### config.mk
export PLATFORM = sky130hd
export DESIGN_NAME = ul_bfp_compress_array
export DESIGN_NICKNAME = d
export VERILOG_FILES = /design/src/rtl/ul_bfp_compress_array.sv
export SDC_FILE = /design/constraint.sdc
export NUM_CORES = 2
export LEC_CHECK = 0
export ABC_CLOCK_PERIOD_IN_PS = 9250
export CORE_ASPECT_RATIO = 0.8
export CORE_MARGIN = 2
export CORE_UTILIZATION = 42
export CTS_BUF_LIST = sky130_fd_sc_hd__clkbuf_4 sky130_fd_sc_hd__clkbuf_8
export DETAILED_ROUTE_END_ITERATION = 10
export GPL_TIMING_DRIVEN = 0
export HOLD_SLACK_MARGIN = 0.02
export PLACE_DENSITY_LB_ADDON = 0.05
export SLEW_MARGIN = 20
export SYNTH_ARGS = -nofsm -noshare
export SYNTH_HDL_FRONTEND = slang
export SYNTH_SLANG_ARGS = --single-unit
### constraint.sdc
create_clock -name clk -period 9.25 [get_ports clk]
set_input_delay 2.3125 -clock clk [delete_from_list [all_inputs] [get_ports clk]]
set_output_delay 2.3125 -clock clk [all_outputs]
set_load 0.02 [all_outputs]
### src/rtl/ul_bfp_compress_array.sv
// rtl/ul_bfp_compress_array.sv - per-PRB block-floating-point compressor for NUM_ANT antenna lanes
// Ping-pong PRB buffer, per-lane shared exponent, rounded/saturated mantissas, metadata aligned per PRB.
module ul_bfp_compress_array #(
    parameter int NUM_ANT    = 4,
    parameter int IW         = 16,
    parameter int OW         = 7,
    parameter int RE_PER_PRB = 12,
    parameter int SHW        = 4,
    parameter int META_W     = 64
) (
    input  logic                    clk,
    input  logic                    rst,
    input  logic                    i_vld,
    input  logic                    i_sop,
    input  logic                    i_eop,
    input  logic                    i_comp_en,
    input  logic [NUM_ANT*2*IW-1:0] i_din,
    input  logic [META_W-1:0]       i_meta,
    output logic                    o_vld,
    output logic                    o_sop,
    output logic                    o_eop,
    output logic [NUM_ANT*2*OW-1:0] o_dout,
    output logic [NUM_ANT*SHW-1:0]  o_shift,
    output logic [META_W-1:0]       o_meta,
    output logic                    o_err
);
    localparam int AW = (RE_PER_PRB > 1) ? $clog2(RE_PER_PRB) : 1;
    localparam int MW = IW - 1;
    localparam int DW = NUM_ANT * 2 * IW;
    localparam logic [AW-1:0] LAST = AW'(RE_PER_PRB - 1);
    localparam logic signed [IW:0] Y_MAX = (IW+1)'((2 ** (OW - 1)) - 1);
    localparam logic signed [IW:0] Y_MIN = (IW+1)'(-(2 ** (OW - 1)));

    // One's-complement magnitude: the most negative input folds onto the largest positive value.
    function automatic logic [MW-1:0] mag(input logic [IW-1:0] x);
        return x[IW-1] ? ~x[MW-1:0] : x[MW-1:0];
    endfunction

    function automatic logic [SHW-1:0] shift_of(input logic [MW-1:0] m);
        int len, s;
        len = 0;
        for (int b = 0; b < MW; b++) if (m[b]) len = b + 1;
        s = (len + 1 > OW) ? len + 1 - OW : 0;
        if (s > 2 ** SHW - 1) s = 2 ** SHW - 1;
        return SHW'(s);
    endfunction

    function automatic logic [OW-1:0] quant(input logic [IW-1:0] x, input logic [SHW-1:0] s);
        logic signed [IW:0] xe, rnd, y;
        xe  = $signed({x[IW-1], x});
        rnd = (IW+1)'(1) << (s - 1'b1);
        y   = (s == '0) ? xe : ((xe + rnd) >>> s);
        if (y > Y_MAX) y = Y_MAX;
        else if (y < Y_MIN) y = Y_MIN;
        return y[OW-1:0];
    endfunction

    logic [DW-1:0]                mem [2][RE_PER_PRB];
    logic                         cap_open, cap_bank, cap_en;
    logic [AW-1:0]                re_cnt, wr_idx, rd_idx;
    logic [META_W-1:0]            cap_meta, calc_meta;
    logic [NUM_ANT-1:0][MW-1:0]   run_m, new_m, calc_m;
    logic [NUM_ANT-1:0][SHW-1:0]  shift_nxt;
    logic                         calc_pend, calc_bank, calc_eop, calc_en;
    logic                         drain_act, drain_bank, drain_eop, err;
    logic                         open_now, last_re, eop_err, sop_err, orphan;
    logic [DW-1:0]                rd_word;

    always_comb begin
        open_now = i_vld & (i_sop | cap_open);
        wr_idx   = i_sop ? '0 : re_cnt;
        last_re  = open_now & (wr_idx == LAST);
        eop_err  = open_now & i_eop & ~last_re;
        sop_err  = i_vld & i_sop & cap_open;
        orphan   = i_vld & ~open_now;
        for (int a = 0; a < NUM_ANT; a++) begin
            new_m[a] = i_sop ? '0 : run_m[a];
            if (mag(i_din[a*2*IW + IW +: IW]) > new_m[a]) new_m[a] = mag(i_din[a*2*IW + IW +: IW]);
            if (mag(i_din[a*2*IW +: IW]) > new_m[a]) new_m[a] = mag(i_din[a*2*IW +: IW]);
        end
    end

    always_ff @(posedge clk) begin
        if (open_now) mem[cap_bank][wr_idx] <= i_din;
    end

    // Capture side: a PRB only becomes visible downstream once all RE_PER_PRB samples are in.
    always_ff @(posedge clk) begin
        if (rst) begin
            cap_open  <= 1'b0;
            cap_bank  <= 1'b0;
            re_cnt    <= '0;
            calc_pend <= 1'b0;
            err       <= 1'b0;
        end else begin
            err       <= orphan | sop_err | eop_err;
            calc_pend <= 1'b0;
            if (open_now) begin
                run_m <= new_m;
                if (i_sop) begin
                    cap_meta <= i_meta;
                    cap_en   <= i_comp_en;
                end
                if (eop_err) begin
                    cap_open <= 1'b0;
                    re_cnt   <= '0;
                end else if (last_re) begin
                    cap_open  <= 1'b0;
                    re_cnt    <= '0;
                    cap_bank  <= ~cap_bank;
                    calc_pend <= 1'b1;
                    calc_bank <= cap_bank;
                    calc_eop  <= i_eop;
                    calc_meta <= i_sop ? i_meta : cap_meta;
                    calc_en   <= i_sop ? i_comp_en : cap_en;
                    calc_m    <= new_m;
                end else begin
                    cap_open <= 1'b1;
                    re_cnt   <= wr_idx + 1'b1;
                end
            end
        end
    end

    always_comb begin
        for (int a = 0; a < NUM_ANT; a++) shift_nxt[a] = calc_en ? shift_of(calc_m[a]) : '0;
    end

    // A freshly computed exponent restarts the drain; it lands exactly as the previous drain ends.
    always_ff @(posedge clk) begin
        if (rst) begin
            drain_act  <= 1'b0;
            drain_bank <= 1'b0;
            drain_eop  <= 1'b0;
            rd_idx     <= '0;
            o_shift    <= '0;
            o_meta     <= '0;
        end else if (calc_pend) begin
            drain_act  <= 1'b1;
            drain_bank <= calc_bank;
            drain_eop  <= calc_eop;
            rd_idx     <= '0;
            o_shift    <= shift_nxt;
            o_meta     <= calc_meta;
        end else if (drain_act) begin
            if (rd_idx == LAST) begin
                drain_act <= 1'b0;
                rd_idx    <= '0;
            end else begin
                rd_idx <= rd_idx + 1'b1;
            end
        end
    end

    always_comb begin
        rd_word = mem[drain_bank][rd_idx];
        o_dout  = '0;
        for (int a = 0; a < NUM_ANT; a++) begin
            for (int c = 0; c < 2; c++) begin
                o_dout[a*2*OW + c*OW +: OW] = drain_act ?
                    quant(rd_word[a*2*IW + c*IW +: IW], o_shift[a*SHW +: SHW]) : '0;
            end
        end
    end

    assign o_vld = drain_act;
    assign o_sop = drain_act & (rd_idx == '0);
    assign o_eop = drain_act & drain_eop & (rd_idx == LAST);
    assign o_err = err;

endmodule

==> key figures <==
Layout
  – Post-route insts no fill: about 16000
  – Layout net count: 11600
  – Commonest non-fill, non-tap cells in the layout: edfxtp_1, mux4_2, clkbuf_8
  – P&R area growth vs syn: 26.6%
  – Cell area after layout: 195000 um2
  – Share of layout cells above drive strength 1: between 30% and 40%
  – Commonest non-fill, non-tap cell in the layout: edfxtp_1
  – Fin util: a little over half

Placement
  – GPL Wtd Cong: ~0.95
  – Placed insts: between 10000 and 15000
  – Hpwl dp: approximately 480000 um
  – Placed instance area: 172000 um2
  – IO buf count: 336

Logic synthesis
  – Mapped Area: 154000 um2
  – Ys flop type: edfxtp_1
  – Synthesized area per cell: about 16 um2
  – Post-synth EDFFs: roughly 3300
  – Number of synthesized register bits: roughly 3400
  – Mapped Cells: 9390
  – Post-Syn Nets: 9862
  – Synth top area cells: edfxtp_1, mux4_2, mux2i_1
  – Synth area leader: edfxtp_1
  – Yosys cell types: 112
  – Register area share after synthesis: 66.0%
  – Synth warn: 0
  – Async SR Flop Fraction: 0%
  – Share of the synthesized area in the top cell type: 64.8%

Clock tree
  – TritonCTS Buffers: 558
  – Worst skew pair latency: 1.29 ns
  – Clk slew on worst S/H paths: around 0.060 ns
  – H-tree Lvls: 6
  – Hold Buf Count CTS: 0
  – Clk sinks: 3420
  – Largest buffer count on any clock path: 4
  – CTS tree: done
  – Clock Tree Root: clkbuf_8

Power
  – Pwr Density: around 170 nW/um2
  – Pleak: about 65 nW
  – Worst-case vdd ir drop: 145 uV

Die
  – Die area: between 300000 and 400000 um2
  – Ports: 338
  – Die Y: around 550 um
  – Row Count: 198
  – Effective utilization at floorplan: 42.3%
  – Die Width: between 600 and 700 um
  – Core ar.: about 360000 um2

Worst hold path
  – Hold path cells: 2
  – Hold_sp: calc_meta[13]
  – Sink of the worst hold path: o_meta[13]
  – Min-delay worst type: reg -> reg

Route
  – Via count: ~110k
  – Vias per cell: 6.39
  – Wire per inst: slightly above 40 um
  – DRT Pass-1 Iters: 6
  – Drt first-iter violations: 15000
  – Detailed-route DRC error count: 0
  – Final antenna-violating net count: 0
  – Routed wire length: 672000 um

Timing
  – Final Setup Violations: 48
  – Setup ws final: -0.650 ns
  – Final-report hold violation count: 0
  – Part of the cycle the worst path needs: 107%
  – Final Skew: 0.0834 ns
  – Min cycle time layout: 9.90 ns
  – RSZ-0062 raised after global routing: yes
  – Setup TNS Final: -21.86 ns
  – Highest clock rate: roughly 100 MHz
  – Max-slew violations: 0
  – Slew @ Worst Pin: between 1 and 1.5 ns
  – Final hold slack: around 0.48 ns
  – Slew HR: 14.7%

Critical path
  – FF-to-FF End: calc_m[27]
  – Buffers & Inverters on Critical Path: 11
  – Worst Reg2Reg Path Length in Cells: 25
  – R2r setup slk: around 2.9 ns
  – Slowest-stage cell, CP: dfxtp_4
  – Worst Setup End Kind: primary output
  – Critical path type: reg -> out
  – Critical-path maximum fanout: 10
  – CP max stage delay: about 0.43 ns
  – Worst reg2reg startpoint: run_m[24]
  – Worst EP required: around 6.9 ns
  – Top Family by Delay on Critical Path: buffers and inverters
  – WP data arrival: roughly 7.6 ns
  – Worst setup SP type: flip-flop
  – Most used cell, CP: buf_12

Global route
  – Grt ovf: 0
  – Number of global-route vias before repair: 101000
  – Largest net degree at the start of global routing: 26
  – Initial antenna violation count: 75
  – GRT Total Usage: a little over a third
  – First-pass GRT wire length: 891000 um

Status
  – Failing checks: setup timing
  – Run status: finished with violations

Flow run
  – MaxCap Viol Count: 0
sequential cells by signal (all words and copies together), names as in the netlist, 4 cells and up, named ones only:
register   flops
re_cnt         4
o_meta        64
cap_meta      64
rd_idx         4
calc_meta     64
mem         3072
o_shift       16
calc_m        60
run_m         60
how the worst max path moves through the flow:
| stage | from | endpoint | slack, ns | cells after the start |
|---|---|---|---|---|
| 2_1_floorplan | i_sop | mem[0][768] | -0.63 | 8 |
| 3_3_place_gp | i_sop | mem[1][1300] | -15.81 | 8 |
| 3_5_place_dp | rd_idx[0] | o_dout[10] | -3.32 | 23 |
| 4_1_cts | flip-flop | o_dout[35] | -0.83 | 26 |
| 5_1_grt | flip-flop | o_dout[49] | -0.76 | 28 |
| 6_report | rd_idx[0] | o_dout[36] | -0.65 | 26 |
worst register-to-register path, stage by stage (launching register included):
cell and delay (ns):
edfxtp_1 0.38, nor2b_1 0.28, inv_1 0.09, ha_1 0.32
a21o_1 0.19, a21o_1 0.18, a21o_1 0.17, a21o_1 0.17
a21o_1 0.20, a21oi_1 0.24, clkbuf_1 0.52, nor3_1 0.11
a311oi_1 0.23, nand3_1 0.17, ha_1 0.33, nor2b_1 0.14
o21a_1 0.12, o21a_1 0.10, o21a_1 0.11, o21a_1 0.11
o21a_1 0.11, o21a_1 0.10, o21ai_0 0.08, a21oi_1 0.61
clkbuf_1 0.68, mux2i_1 0.46
metal layers:
layer | share of wire, % | global-route usage, %
met4 | 3.9 | 11.7
met3 | 11 | 7.91
met2 | 43 | 51.6
met5 | 0.027 | 0
met1 | 42 | 52.6
logic make-up after synthesis:
group | after synthesis | share of synthesized area (%)
AOI/OAI and AO/OA | 1616 | 7.51
DFF | 3420 | 66.0
muxes | 1378 | 15.1
buffers and inverters | 758 | 2.49
xor gates and xnor gates | 231 | 1.33
adders and majority gates | 274 | 2.26
and+or+nand+nor | 1713 | 5.24
area by class of cell:
cell class	instances	area, um2
fill	29500	169000
sequential	3420	102000
multi-input combinational	5213	54700
timing repair buffer	1210	15300
clock buffer	751	9200
tap	4900	6130
buffer	498	5400
clock inverter	229	1670
inverter	231	873
antenna	23	57.6
cells in the mapped netlist, types with 28 or more instances:
| cell type | instances |
|---|---|
| o221ai_1 | 61 |
| or4_1 | 43 |
| a22oi_1 | 130 |
| a31oi_1 | 35 |
| nor3_1 | 155 |
| inv_1 | 222 |
| o211ai_1 | 70 |
| dfxtp_1 | 96 |
| buf_1 | 50 |
| nor4_1 | 36 |
| o21a_1 | 65 |
| buf_6 | 48 |
| nor2b_1 | 97 |
| o22ai_1 | 34 |
| o31ai_1 | 37 |
| xor2_1 | 98 |
| or3_1 | 28 |
| nand2b_1 | 45 |
| nand4_1 | 58 |
| ha_1 | 266 |
| nand3_1 | 149 |
| clkbuf_1 | 269 |
| o21ai_0 | 227 |
| o22a_1 | 32 |
| nor2_1 | 461 |
| o21ai_1 | 39 |
| nand2_1 | 518 |
| a211oi_1 | 90 |
| xnor2_1 | 130 |
| and2_1 | 34 |
| buf_2 | 76 |
| buf_4 | 62 |
| a311oi_1 | 44 |
| a21oi_1 | 296 |
| edfxtp_1 | 3324 |
| a221oi_1 | 41 |
| mux4_2 | 722 |
| mux2_2 | 92 |
| a21o_1 | 94 |
| mux2i_1 | 542 |
per-stage QoR:
step / worst slack, ns / total power [mW]
3_5_place_dp: -3.32 / 19.5
6_report: -0.650 / 32.6
5_1_grt: -0.757 / 33.5
3_3_place_gp: -15.81 / 19.4
2_1_floorplan: -0.632 / 18.5
4_1_cts: -0.835 / 32.7
what timing repair did:
item | CTS | global route
pin swaps | 228 | 179
buffers inserted | 346 | 158
setup endpoints to repair | 125 | 137
cloned | 3 | 5
resized for setup | 1619 | 425
power by group:
group / internal, mW / total [mW] / switching, mW
registers: 17.1 / 17.1 / 0.0156
logic: 0.772 / 2.24 / 1.46
clock network: 6.82 / 13.2 / 6.41
total: 24.7 / 32.6 / 7.89
Note: power is estimated with default switching activity, not from simulation.
